`src/rtl/hazard_pkg.sv`:
```
// Shared definitions for the load-use hazard unit: FSM state encoding and
// the opcode constants the comparators match against.
package hazard_pkg;

    typedef enum logic [1:0] {
        ST_IDLE  = 2'd0,
        ST_STALL = 2'd1,
        ST_FLUSH = 2'd2
    } hz_state_e;

    localparam logic [6:0] OPC_LOAD   = 7'b0000011;
    localparam logic [6:0] OPC_STORE  = 7'b0100011;
    localparam logic [6:0] OPC_OP     = 7'b0110011;
    localparam logic [6:0] OPC_BRANCH = 7'b1100011;

    // Opcode that marks an execute-stage instruction as a load.
    localparam logic [6:0] LOAD_OPC = OPC_LOAD;

endpackage

```
`src/rtl/sat_counter.sv`:
```
// Saturating event counter: counts up on inc and holds at all-ones.
module sat_counter
    import hazard_pkg::*;
#(
    parameter int CNT_W = 16
) (
    input  logic             clk,
    input  logic             rst_n,
    input  logic             inc,
    output logic [CNT_W-1:0] count
);

    localparam logic [CNT_W-1:0] CNT_MAX = '1;

    logic [CNT_W-1:0] count_reg;

    // Increment on each event until the maximum value is reached.
    always_ff @(posedge clk) begin
        if (!rst_n) begin
            count_reg <= '0;
        end else if (inc && (count_reg != CNT_MAX)) begin
            count_reg <= count_reg + CNT_W'(1);
        end
    end

    assign count = count_reg;

endmodule

```
`src/rtl/hazard_unit_param.sv`:
```
// Load-use hazard detection with a configurable stall length, plus
// taken-branch flush control and a saturating count of detected hazards.
module hazard_unit_param
    import hazard_pkg::*;
#(
    parameter int                    OPCODE_W = 7,
    parameter int                    REG_AW   = 5,
    parameter int                    LOAD_LAT = 1,
    parameter logic [OPCODE_W-1:0]   LOAD_OPC = OPCODE_W'(hazard_pkg::LOAD_OPC),
    parameter int                    CNT_W    = 16
) (
    input  logic                clk,
    input  logic                rst_n,
    input  logic                id_valid,
    input  logic                id_rs1_used,
    input  logic                id_rs2_used,
    input  logic [REG_AW-1:0]   id_rs1,
    input  logic [REG_AW-1:0]   id_rs2,
    input  logic                ex_valid,
    input  logic [OPCODE_W-1:0] ex_opcode,
    input  logic [REG_AW-1:0]   ex_rd,
    input  logic                branch_taken,
    output logic                stall,
    output logic                bubble_ex,
    output logic                flush_if_id,
    output logic                busy,
    output logic [CNT_W-1:0]    stall_events
);

    localparam int                   CNT_BITS = $clog2(LOAD_LAT + 1);
    localparam logic [CNT_BITS-1:0]  CNT_LOAD = CNT_BITS'(LOAD_LAT - 1);
    localparam logic [CNT_BITS-1:0]  CNT_ONE  = CNT_BITS'(1);

    hz_state_e             state_reg, state_next;
    logic [CNT_BITS-1:0]   cnt_reg, cnt_next;

    logic [1:0]            src_used;
    logic [REG_AW-1:0]     src_addr [2];
    logic [1:0]            src_match;
    logic                  ex_is_load;
    logic                  hazard_raw;
    logic                  hazard_accept;

    assign src_used    = {id_rs2_used, id_rs1_used};
    assign src_addr[0] = id_rs1;
    assign src_addr[1] = id_rs2;

    // One comparator per decode source operand against the load destination.
    generate
        for (genvar gi = 0; gi < 2; gi++) begin : g_src_cmp
            assign src_match[gi] = src_used[gi] && (src_addr[gi] == ex_rd);
        end
    endgenerate

    // x0 never produces a real dependency, so a load to it is ignored.
    assign ex_is_load    = ex_valid && (ex_opcode == LOAD_OPC) && (ex_rd != '0);
    assign hazard_raw    = ex_is_load && id_valid && (|src_match);
    assign hazard_accept = rst_n && (state_reg == ST_IDLE) && hazard_raw && !branch_taken;

    // Output decode: branch wins, then IDLE hazard / STALL hold / FLUSH squash.
    always_comb begin
        stall       = 1'b0;
        bubble_ex   = 1'b0;
        flush_if_id = 1'b0;
        if (rst_n) begin
            if (branch_taken) begin
                flush_if_id = 1'b1;
                bubble_ex   = 1'b1;
            end else begin
                case (state_reg)
                    ST_IDLE: begin
                        stall     = hazard_raw;
                        bubble_ex = hazard_raw;
                    end
                    ST_STALL: begin
                        stall     = 1'b1;
                        bubble_ex = 1'b1;
                    end
                    ST_FLUSH: begin
                        flush_if_id = 1'b1;
                    end
                    default: ;
                endcase
            end
        end
    end

    assign busy = rst_n && (state_reg != ST_IDLE);

    // Next-state logic; the first stall cycle is spent in IDLE, so STALL
    // covers the remaining LOAD_LAT-1 cycles.
    always_comb begin
        state_next = state_reg;
        cnt_next   = cnt_reg;
        if (branch_taken) begin
            state_next = ST_FLUSH;
            cnt_next   = '0;
        end else begin
            case (state_reg)
                ST_IDLE: begin
                    if (hazard_raw && (LOAD_LAT > 1)) begin
                        state_next = ST_STALL;
                        cnt_next   = CNT_LOAD;
                    end
                end
                ST_STALL: begin
                    if (cnt_reg == CNT_ONE) begin
                        state_next = ST_IDLE;
                        cnt_next   = '0;
                    end else begin
                        cnt_next = cnt_reg - CNT_ONE;
                    end
                end
                ST_FLUSH: begin
                    state_next = ST_IDLE;
                    cnt_next   = '0;
                end
                default: begin
                    state_next = ST_IDLE;
                    cnt_next   = '0;
                end
            endcase
        end
    end

    // State register with synchronous active-low reset.
    always_ff @(posedge clk) begin
        if (!rst_n) begin
            state_reg <= ST_IDLE;
            cnt_reg   <= '0;
        end else begin
            state_reg <= state_next;
            cnt_reg   <= cnt_next;
        end
    end

    sat_counter #(
        .CNT_W (CNT_W)
    ) u_evt_cnt (
        .clk   (clk),
        .rst_n (rst_n),
        .inc   (hazard_accept),
        .count (stall_events)
    );

endmodule

```
`config.mk`:
```
export PLATFORM = sky130hd
export DESIGN_NAME = hazard_unit_param
export DESIGN_NICKNAME = d
export VERILOG_FILES = /design/src/rtl/hazard_pkg.sv /design/src/rtl/sat_counter.sv /design/src/rtl/hazard_unit_param.sv
export SDC_FILE = /design/constraint.sdc
export NUM_CORES = 1
export LEC_CHECK = 0
export ABC_AREA = 1
export CORE_MARGIN = 4
export CORE_UTILIZATION = 45
export DETAILED_ROUTE_END_ITERATION = 6
export GPL_TIMING_DRIVEN = 1
export PLACE_DENSITY = 0.83
export SYNTH_ARGS = -nofsm -noshare
export SYNTH_HDL_FRONTEND = slang
export SYNTH_SLANG_ARGS = --single-unit
```
`constraint.sdc`:
```
create_clock -name clk -period 3.46 [get_ports clk]
set_clock_uncertainty 0.2 [all_clocks]
set_input_delay 0.865 -clock clk [delete_from_list [all_inputs] [get_ports clk]]
set_output_delay 0.865 -clock clk [all_outputs]
set_load 0.05 [all_outputs]
```
# --- Word-level counts from Yosys, hierarchy flattened ---
# Cells that the tools add are included.
totals:
  regBits: 19
  word_cells: 49
op_classes:
  addsub: 2
  n_eq_ne: 9
  muxes: 13
  bitwise_logic: 2
  n_reduce_logical: 19
ops:
  columns: ["operator", "count"]
  rows:
  - ["$add 16x1->16 const B", 1]
  - ["$ne 16x16->1 const B", 1]
  - ["$logic_and 1x1->1", 11]
  - ["$eq 5x5->1", 2]
  - ["$mux 1", 8]
  - ["$eq 7x2->1 const B", 1]
  - ["$reduce_bool 5->1", 1]
  - ["$mux 2", 2]
  - ["$ne 2x2->1 const B", 2]
  - ["$pmux 1 s2", 2]
  - ["$pmux 2 s2", 1]
  - ["$reduce_and 2->1", 2]
  - ["$reduce_or 2->1", 2]
  - ["$ne 3x3->1 const B", 1]
  - ["$eq 2x1->1 const B", 1]
  - ["$eq 2x2->1 const B", 1]
  - ["$logic_not 2->1", 1]
  - ["$not 1->1", 2]
  - ["$reduce_bool 2->1", 1]
  - ["$logic_not 1->1", 1]
  - ["$sub 1x1->1 const B", 1]

# --- Logic depth before layout (Yosys ltp) ---
logic_depth:
  word_depth: 8
  mapped_depth: 12
  mapped_depth_nobuf: 11

# --- By module ---
# A second synthesis with hierarchy kept.
unflattened:
  hier_cells: 223
  area_unflattened_um2: 1305.0
modules_own_cells:
  columns: ["module", "n_inst", "cells_each", "area_each_um2", "seq_area_each_um2"]
  rows:
  - ["sat_counter", 1, 149, 996.0, 320.3]
  - ["hazard_unit_param", 1, 74, 309.0, 20.0]

# --- Worst setup path after synthesis ---
# OpenSTA, ideal clock, no wires.
synth_path:
  path_type: "input -> output"
  from: "input port ex_rd[3]"
  to: "output port bubble_ex"
  arrival_time_ns: 2.491
  path_slack_ns: -0.096
  path_stages: 8
  path_cell_list: "inv_1 -> nand2_1 -> nand2_1 -> nor2_1 -> nand3_1 -> nand2_1 -> nand2_1 -> o31ai_1"
synth_via:
  elab_chain_len: 7
  elab_cells_between_ends: 12
  classes_between: "eq/ne: 2; mux: 3; reduce/logical: 7"
synth_lines:
  columns: ["item", "line_no", "source"]
  rows:
  - ["start, declared", "hazard_unit_param.sv:21", "input logic [REG_AW-1:0] ex_rd,"]
  - ["$eq 5x5->1 / $reduce_bool 5->1 (equally long branches)", "hazard_unit_param.sv:51, hazard_unit_param.sv:56", null]
  - ["$logic_and 1x1->1 (on tied branches)", "hazard_unit_param.sv:51, hazard_unit_param.sv:56", null]
  - ["$reduce_or 2->1 / $logic_and 1x1->1 (equally long branches)", "hazard_unit_param.sv:57", "assign hazard_raw = ex_is_load && id_valid && (|src_match);"]
  - ["$logic_and 1x1->1 (*)", "hazard_unit_param.sv:57", null]
  - ["$pmux 1 s2 (*)", "hazard_unit_param.sv:70", "case (state_reg)"]
  - ["$mux 1 (*)", "hazard_unit_param.sv:66", "if (branch_taken) begin"]
  - ["$mux 1 (*)", "hazard_unit_param.sv:65", "if (rst_n) begin"]
  - ["end, declared", "hazard_unit_param.sv:24", "output logic bubble_ex,"]
# Mark *: on every way between the ends. The rest lies on a longest branch, timed or not.

# --- Final worst setup path ---
# Same ends and word-level chain as after synthesis.

==> flow_summary.json <==
{
  "tightest_slew_ns": 0.5024,
  "final_hold_viol_count": 0,
  "dp_cells": 283,
  "antennaDiodeCount": 0,
  "p_int_uw": 287.4,
  "period_share_pct": 97.15,
  "grt_pass1_wl_um": 4712,
  "port-buffer-count": 48,
  "relSlewSlack_pct": 66.40,
  "slowest_delay_ns": 0.49,
  "routabilityCongestion": 0.8187,
  "syn2layout_area_growth_pct": 52.73,
  "cellPowerDensity_nw_per_um2": 215.4,
  "hp-class": "reg2reg",
  "overflow": 0,
  "drt-wirelength-per-cell_um": 9.969,
  "cp_num_buf_inv": 3,
  "fin_cells": 288,
  "synth_top_area_share_pct": 29.15,
  "slew_violations": 0,
  "drive_gt1_share_pct": 10.08,
  "chipHeight_um": 58.93,
  "maxCapViolCount": 0,
  "grt_pass1_vias": 1142,
  "seq_area_frac_synth_pct": 29.15,
  "ys_ff_latch": 17,
  "cts_sinks": 17,
  "clockPowerShare_pct": 27.2,
  "setup_viol": 0,
  "numCtsBuffers": 3,
  "vdd_drop_max_mv": 0.2445,
  "cts_tree": "done",
  "grt_max_degree": 18,
  "crit_arrival_ns": 2.30,
  "finalNetCount": 289,
  "p_comb_share_pct": 21.6,
  "switching_share_pct": 25.18,
  "io_pins": 49,
  "p_leak_uw": 0.0008482,
  "syn_nets": 235,
  "path_cells": "clkdlybuf4s50_1 -> inv_2 -> nand2_1 -> nand2_1 -> nor2_1 -> nand3_1 -> nand2_2 -> nand2_2 -> o31ai_4 -> buf_12",
  "crit_path_end_kind": "primary output",
  "post-route-min-period_ns": 3.361,
  "gr-usage-all-layers_pct": 16.92,
  "via_per_inst": 4.722,
  "start_util_pct": 47.12,
  "place_hpwl_um": 2337,
  "yosysUniqueCellTypes": 22,
  "async_flop_share_pct": 0,
  "cts_hold_buf": 0,
  "start_kind": "input pin",
  "routed_wl_um": 2871,
  "netlist_instances": 205,
  "die_area_um2": 3473,
  "clk_latency_ns": 0.29,
  "post-route-drc-count": 0,
  "synth_edf_count": 0,
  "num_rows": 18,
  "criticalPathCategory": "in2out",
  "h-tree-depth": 1,
  "core_area_um2": 2477,
  "yosys_warnings": 0,
  "vias": 1360,
  "dr.pass1.iters": 4,
  "p_sw_uw": 96.72,
  "cpMaxStageDelayCell": "clkdlybuf4s50_1",
  "cp_top_family": "buffers and inverters",
  "critPathRequiredTime_ns": 2.39,
  "synth_most_common_cell": "nand2_1",
  "largest_reg_flops": 16,
  "clockBufferDepth": 2,
  "path_max_fanout": 4,
  "tns_ns": 0,
  "ant_nets": 0,
  "synth_ff_type": "dfxtp_1",
  "clkTransAtPathRegs_ns": 0.10,
  "ys_top_cells_by_area": "dfxtp_1, nand2_1, nor2_1",
  "seq_power_share_pct": 51.3,
  "drt-initial-drc-count": 47,
  "fmaxAchievable_mhz": 297.5,
  "synth.top_cells.by_count": "nand2_1, nor2_1, inv_1",
  "cts_root_buf": "clkbuf_4",
  "fp.dieW_um": 58.93,
  "yosysTopAreaCell": "dfxtp_1",
  "outcome": "complete, no violations",
  "antenna_found_initial": 0,
  "avgSynthCellArea_um2": 5.694,
  "synth_area_um2": 1167
}
-- worst min-delay path: cells and delay by family, from the launching register on --
kind	cells	cell delay, ns
compound gates	1	0.06
buf+inv	1	0.08
flops	1	0.35
-- layout make-up --
class,instances,area [um^2]
Multi-Input combinational cell,154,695.7
Sequential cell,17,340.3
Fill cell,219,694.4
Inverter,30,112.6
Clock buffer,4,26.28
Tap cell,30,37.54
Timing Repair Buffer,53,570.5
-- worst paths after layout --
check / to / slack, ns / startpoint / depth (start not counted)
setup / recovery: bubble_ex / 0.1 / ex_rd[3] / 10
hold / removal: u_evt_cnt.count[0]$_SDFFE_PN0P_ / 0.33 / u_evt_cnt.count[0]$_SDFFE_PN0P_ / 2
setup reg to reg: u_evt_cnt.count[8]$_SDFFE_PN0P_ / 1.41 / u_evt_cnt.count[1]$_SDFFE_PN0P_ / 11
hold reg to reg: u_evt_cnt.count[0]$_SDFFE_PN0P_ / 0.33 / u_evt_cnt.count[0]$_SDFFE_PN0P_ / 2
-- cell usage in the layout, fill, tap and decap left out, types with 3 or more instances in the layout --
master and count:
inv_1 26, a21oi_1 11, dfxtp_1 17, nor2_1 39, nand4_1 6, clkdlybuf4s50_1 39
nor2_2 4, nand2_2 3, inv_2 4, clkbuf_4 3, nand3_1 16, buf_12 4
buf_4 5, nor3_1 3, nand2_1 63, dlymetal6s2s_1 5
-- power by group through the flow --
stage	registers [uW]	clock network [uW]	logic, uW
final	197	104	82.9
after global routing	197	118	89.8
after CTS	197	109	82.6
after detailed placement	201	0	81.7
after global placement	201	0	81.2
after floorplan	201	0	34.3
-- cells by family (layout without fill, tap and decap cells) --
logic type / count (synthesis) / count (layout) / synth area share, %
AO/OA/AOI/OAI: 15 / 15 / 6.859
flip-flops: 17 / 17 / 29.15
adder cells (fa/ha/maj): 1 / 1 / 1.072
AND/OR/NAND/NOR: 138 / 138 / 50.05
buffers and inverters: 34 / 87 / 12.86
-- metal layers --
layer / global-route usage (%) / vias up / part of all wire [%]
li1: - / 743 / -
met1: 21.63 / 580 / 46
met2: 29.65 / 35 / 47
met3: 3.289 / 2 / 5.6
met4: 2.913 / 0 / 0.66
met5: 0 / - / 0
-- through the flow --
step | setup WS, ns | hold slack, ns | util, % | instance area (um^2) | total power, uW
floorplan | 0.3278 | 0.4615 | - | 1172 | 235.5
CTS | 0.009512 | 0.3231 | 70.96 | 1758 | 388.6
global placement | -0.03338 | 0.2940 | 69.55 | 1723 | 282.4
detailed placement | -0.01861 | 0.3033 | 69.55 | 1723 | 283.0
finish | 0.09851 | 0.3278 | 71.97 | 1783 | 384.1
global route | -0.006213 | 0.3494 | 71.97 | 1783 | 404.7
-- repair_timing --
item | 4_1_cts | 5_1_grt
pin swaps | 0 | 5
endpoints found under the setup margin | 1 | 2
setup buffers | 0 | 1
gates resized for setup | 1 | 9
No activity file was read; power rests on OpenSTA's default activity.
